## config.mk

```make
export PLATFORM = sky130hd
export DESIGN_NAME = aes_round_ctrl
export DESIGN_NICKNAME = d
export VERILOG_FILES = /design/src/rtl/aes_round_ctrl.sv
export SDC_FILE = /design/constraint.sdc
export NUM_CORES = 1
export LEC_CHECK = 0
export CORE_MARGIN = 1
export CORE_UTILIZATION = 52
export CTS_BUF_LIST = sky130_fd_sc_hd__clkbuf_4 sky130_fd_sc_hd__clkbuf_8 sky130_fd_sc_hd__clkbuf_16
export DETAILED_ROUTE_END_ITERATION = 10
export PLACE_DENSITY = 0.81
export SYNTH_ARGS = -nofsm -noshare
export SYNTH_HDL_FRONTEND = slang
export SYNTH_SLANG_ARGS = --single-unit
export TNS_END_PERCENT = 30
```

## constraint.sdc

```tcl
create_clock -name clk -period 2.73 [get_ports clk]
set_clock_uncertainty 0.2 [all_clocks]
set_input_delay 0.546 -clock clk [delete_from_list [all_inputs] [get_ports clk]]
set_output_delay 0.546 -clock clk [all_outputs]
set_load 0.03 [all_outputs]
```

## src/rtl/aes_round_ctrl.sv

```systemverilog
// Round sequencer for the AES-128 encryption datapath: drives state-register
// load, round-enable and final-round bypass around a registered mix_column stage.
module aes_round_ctrl #(
  parameter int NROUNDS = 10,
  parameter int MIX_LAT = 1
) (
  input  logic       clk,
  input  logic       rst,
  input  logic       in_valid,
  output logic       in_ready,
  output logic       out_valid,
  input  logic       out_ready,
  output logic       dp_load,
  output logic       dp_round_en,
  output logic       dp_final,
  output logic [3:0] round_num,
  output logic       busy
);

  // state | meaning
  // IDLE  | waiting for a block request
  // LOAD  | state register <- plaintext ^ key
  // MIX   | waiting MIX_LAT cycles for the mix_column register
  // ADDKEY| state register <- add-round-key output
  // FINAL | last round, mix_column bypassed
  // DONE  | ciphertext valid, waiting for consumer
  typedef enum logic [2:0] {
    S_IDLE, S_LOAD, S_MIX, S_ADDKEY, S_FINAL, S_DONE
  } state_t;

  localparam logic [3:0] LAST_ROUND = 4'(NROUNDS - 1);
  localparam logic [3:0] ROUND_MAX  = 4'(NROUNDS);
  localparam logic [1:0] MIX_LAST   = 2'(MIX_LAT - 1);

  state_t     state_q, state_d;
  logic [3:0] round_q, round_d;
  logic [1:0] mix_cnt_q, mix_cnt_d;
  logic       idle_q, out_valid_q, load_q, round_en_q, final_q, busy_q;
  logic       accept;

  // out_valid_q is high exactly in DONE, so this is IDLE | (DONE & out_ready)
  assign in_ready = idle_q | (out_valid_q & out_ready);
  assign accept   = in_valid & in_ready;

  always_comb begin
    state_d   = state_q;
    round_d   = round_q;
    mix_cnt_d = mix_cnt_q;
    case (state_q)
      S_IDLE: begin
        if (accept) state_d = S_LOAD;
      end
      S_LOAD: begin
        state_d   = S_MIX;
        round_d   = 4'd1;
        mix_cnt_d = 2'd0;
      end
      S_MIX: begin
        mix_cnt_d = mix_cnt_q + 2'd1;
        if (mix_cnt_q == MIX_LAST) state_d = S_ADDKEY;
      end
      S_ADDKEY: begin
        if (round_q == LAST_ROUND) begin
          state_d = S_FINAL;
          round_d = ROUND_MAX;
        end else begin
          state_d   = S_MIX;
          round_d   = round_q + 4'd1;
          mix_cnt_d = 2'd0;
        end
      end
      S_FINAL: begin
        state_d = S_DONE;
      end
      S_DONE: begin
        if (out_ready) begin
          state_d = in_valid ? S_LOAD : S_IDLE;
          round_d = 4'd0;
        end
      end
      default: begin
        state_d = S_IDLE;
        round_d = 4'd0;
      end
    endcase
  end

  always_ff @(posedge clk) begin
    if (rst) begin
      state_q     <= S_IDLE;
      round_q     <= 4'd0;
      mix_cnt_q   <= 2'd0;
      idle_q      <= 1'b1;
      out_valid_q <= 1'b0;
      load_q      <= 1'b0;
      round_en_q  <= 1'b0;
      final_q     <= 1'b0;
      busy_q      <= 1'b0;
    end else begin
      state_q     <= state_d;
      round_q     <= round_d;
      mix_cnt_q   <= mix_cnt_d;
      idle_q      <= (state_d == S_IDLE);
      out_valid_q <= (state_d == S_DONE);
      load_q      <= (state_d == S_LOAD);
      round_en_q  <= (state_d == S_ADDKEY) || (state_d == S_FINAL);
      final_q     <= (state_d == S_FINAL);
      busy_q      <= (state_d == S_LOAD) || (state_d == S_MIX) ||
                     (state_d == S_ADDKEY) || (state_d == S_FINAL);
    end
  end

  assign out_valid   = out_valid_q;
  assign dp_load     = load_q;
  assign dp_round_en = round_en_q;
  assign dp_final    = final_q;
  assign round_num   = round_q;
  assign busy        = busy_q;

endmodule

```

==> results.md <==
Run status:
- The run finished with clean final reports.

STA:
- At the pin with the least slew margin, the transition time is approximately 540 ps.
- The worst hold slack is 265 ps.
- The peak clock frequency supported by timing is 0.389 GHz.
- The final cycle utilization of the critical path is a little over nine tenths.
- Setup repair after global routing left no endpoint under its margin.
- The post-route worst setup slack is around 160 ps.
- Headroom to the max-slew limit came out at between 60% and 70%.
- The final setup violation count is 0.
- After layout, the minimum clock period comes to 2570 ps.
- In the final timing run, aggregate negative setup slack is 0 ps.
- The final-report hold violation count was 0.
- The final number of max-transition violations was 0.

Clock network:
- The clock tree buffer depth is 2.
- The clock tree from TritonCTS is yes.
- In this run, post-CTS hold repair placed 0 buffers.
- The number of buffers inserted during clock tree synthesis is 3.
- The root buffer selected by CTS is sky130_fd_sc_hd__clkbuf_4.
- The post-CTS setup repair buffer count is 0.
- The clock transition at the registers of the reported paths is ~80 ps.
- The number of H-tree levels is 1.
- The number of clock sinks seen by CTS is 15.
- The clock latency of the later-clocked register in the worst-skew pair is between 200 and 300 ps.
- The number of instances resized during post-cts repair is 0.

Global routing:
- The maximum number of pins on one net before global-route repair is 16.
- The number of global-route vias before repair is 504.
- The number of antenna violations at the first check in global routing is 0.
- Global routing finished with a remaining overflow of 0.
- The global-route wire length before repair is approximately 2100 um.
- In the global route stage, overall resource usage came out at roughly a fifth.

Place:
- The number of cells in the design after placement is 107.
- The total of buffers placed on input and output ports is 13.
- The half-perimeter wire length of the detailed placement result is just under 1000 um.
- Before CTS, the worst setup slack after placement is around 160 ps.
- At the end of routability-driven placement, the weighted congestion stood at 0.812.

Power and ir drop:
- The power per unit of standard cell area is 579 nW/um2.
- The worst-case IR drop observed on VDD is 0.473 mV.
- For this design the static power due to leakage is between 0.3 and 0.4 nW.
- The design draws ~0.5 mW.

Yosys:
- The post-synthesis sequential area ratio is a little over two fifths.
- The warning count from the yosys run is 0.
- The number of distinct library cells after synthesis is 27.
- After synthesis, the cell types taking the most area are sky130_fd_sc_hd__dfxtp_1 (43%), sky130_fd_sc_hd__a21oi_1 (6.5%), sky130_fd_sc_hd__ha_1 (5.4%).
- The gate count after technology mapping is between 80 and 90.
- The number of nets in the synthesized netlist is 90.
- The area of the mapped netlist is 696 um2.
- The dominant cell type by area after synthesis is sky130_fd_sc_hd__dfxtp_1.
- The area share of the leading cell type in the synthesized netlist is between 40% and 50%.
- The average instance in the mapped netlist occupies 8.38 um2.
- The flip-flop and latch count after synthesis is 15.

Floorplan:
- The die covers ~1500 um2.
- The core outline area is ~1200 um2.
- The initial utilization of the core area, before any placement, comes to between 50% and 60%.
- The die boundary width is around 39 um.
- In this run the count of I/O pins placed on the die edge is 14.
- Measured along the y axis, the die boundary spans around 39 um.
- After floorplanning, the core was divided into 12 placement rows.

Job:
- The number of max-capacitance violations reported is 0.

Critical path:
- Data on the critical path is required at its endpoint by ~2000 ps.
- The kind of capture point of the worst setup path is an output port.
- The worst setup path is launched from an input pin.
- Along the worst path, the maximum fanout reaches 2.
- STA puts the critical path data arrival time at between 1500 and 2000 ps.
- The cell occurring most often along the worst timing path is sky130_fd_sc_hd__clkdlybuf4s50_1.
- The cell type group with the largest total delay on the critical path is buffers and inverters.
- Traced cell by cell, the critical path runs through clkdlybuf4s50_1, a21oi_1, inv_1, clkdlybuf4s50_1.
- The critical-path cell with the highest stage delay is sky130_fd_sc_hd__clkdlybuf4s50_1.
- In this design, the stage delay of the slowest critical-path cell is 670 ps.
- The number of buffer and inverter instances along the worst setup path is 3.
- The category of the critical setup timing path is in2out.

Cells and area:
- The number of nets in the layout is roughly 110.
- The top cell types in the final layout, fill and taps aside, are sky130_fd_sc_hd__dfxtp_1 (15), sky130_fd_sc_hd__clkdlybuf4s50_1 (13), sky130_fd_sc_hd__nor2_1 (10), sky130_fd_sc_hd__a21oi_1 (9), sky130_fd_sc_hd__inv_1 (6).
- The library cell used most frequently in the layout, excluding fill and tap cells, is sky130_fd_sc_hd__dfxtp_1.
- The number of diodes is 0.
- Relative to the synthesized area, the layout overhead comes to 23.6%.
- Of the cells placed in the final design, the portion with a size suffix greater than 1 is around 7.2%.
- The final instance count without filler cells is approximately 110.

Drt:
- Wires add up to between 1000 and 1500 um.
- Across all layers, the routed design uses around 600 vias.
- Dividing the detail-routed via count by the number of cells gives 5.52.
- The pre-antenna-repair detailed-routing pass consisted of 4 iterations.
- After detailed routing, the number of remaining DRC violations is 0.
- The number of antenna-violating nets in the routed design is 0.
- In the final routed layout, each cell accounts on average for ~12 um.
- In this run, the number of DRC markers left after iteration 0 of detailed routing was 9.

Worst hold path:
- The worst min-delay path class is reg2reg.
## metrics by stage
step	util (%)	cell area, um2
5_1_grt	73.4	860
4_1_cts	73.4	860
3_5_place_dp	70.8	830
3_3_place_gp	70.8	830
6_report	73.4	860
2_1_floorplan	-	696
## state kept, by name, summed over array words and instances, names as in the netlist
signal and flops:
out_valid 1, mix_cnt_q 2, dp_round_en 1, idle_q 1, state_q 3, dp_load 1
round_num 4, busy 1, dp_final 1
## routing by layer
metal	vias to the layer above	global-route usage, %	part of all wire (%)
li1	318	-	-
met1	284	29.9	52
met2	9	27.9	45
met3	2	5.20	2.6
met4	0	12.9	0.81
met5	-	0	0
## final cells by class
cell class,count,area [um2]
repair buffers,14,138
clock buffers,4,30.0
fillers,88,312
well taps,14,17.5
flip-flops and latches,15,300
multi-input cells,58,352
inverters,6,22.5
## cells in the mapped netlist
master                     count
sky130_fd_sc_hd__dfxtp_1      15
sky130_fd_sc_hd__and3b_4       1
sky130_fd_sc_hd__o22ai_1       1
sky130_fd_sc_hd__buf_2         2
sky130_fd_sc_hd__nor2_1       10
sky130_fd_sc_hd__o21ai_0       5
sky130_fd_sc_hd__inv_1         6
sky130_fd_sc_hd__or4b_1        1
sky130_fd_sc_hd__clkbuf_1      1
sky130_fd_sc_hd__and3_1        1
sky130_fd_sc_hd__or3_1         1
sky130_fd_sc_hd__a22oi_1       1
sky130_fd_sc_hd__a31o_2        1
sky130_fd_sc_hd__nand3_1       1
sky130_fd_sc_hd__mux2i_1       1
sky130_fd_sc_hd__nor3_1        4
sky130_fd_sc_hd__a21o_1        2
sky130_fd_sc_hd__a211oi_1      3
sky130_fd_sc_hd__nand2_1       5
sky130_fd_sc_hd__nand2b_1      3
sky130_fd_sc_hd__o21a_1        1
sky130_fd_sc_hd__buf_4         1
sky130_fd_sc_hd__o31ai_1       1
sky130_fd_sc_hd__nand3b_1      2
sky130_fd_sc_hd__a32oi_1       1
sky130_fd_sc_hd__ha_1          3
sky130_fd_sc_hd__a21oi_1       9
## final timing paths
path / startpoint / end / slack (ps) / cells past startpoint
worst min-delay path: mix_cnt_q[1]$_SDFFE_PP0P_ / mix_cnt_q[1]$_SDFFE_PP0P_ / 270 / 2
worst min register to register: mix_cnt_q[1]$_SDFFE_PP0P_ / mix_cnt_q[1]$_SDFFE_PP0P_ / 270 / 2
worst max register to register: round_num[1]$_SDFFE_PP0P_ / round_num[2]$_SDFFE_PP0P_ / 980 / 5
worst max-delay path: out_ready / in_ready / 160 / 4
## where the power goes
part	leakage [nW]	internal [mW]	switching, mW
logic	0.173	0.0485	0.0619
registers	0.122	0.236	0.0186
clock network	0.0184	0.0666	0.0663
total	0.314	0.351	0.147
## logic make-up (layout without fill, tap and decap cells)
kind of cell               Yosys count  count (layout)  share of synthesized area, %
and+or+nand+nor                     29              29                          21.6
DFF                                 15              15                          43.2
adders and majority gates            3               3                          5.40
AOI/OAI and AO/OA                   25              25                          22.1
buffers and inverters               10              24                          6.29
muxes                                1               1                          1.44
## worst reg2reg max path, stage by stage (launching register included)
cell and delay (ps):
sky130_fd_sc_hd__dfxtp_1 400, sky130_fd_sc_hd__inv_1 60, sky130_fd_sc_hd__ha_1 190, sky130_fd_sc_hd__and3b_4 200, sky130_fd_sc_hd__or4b_1 490, sky130_fd_sc_hd__a21oi_1 140
Note: power is estimated with default switching activity, not from simulation.
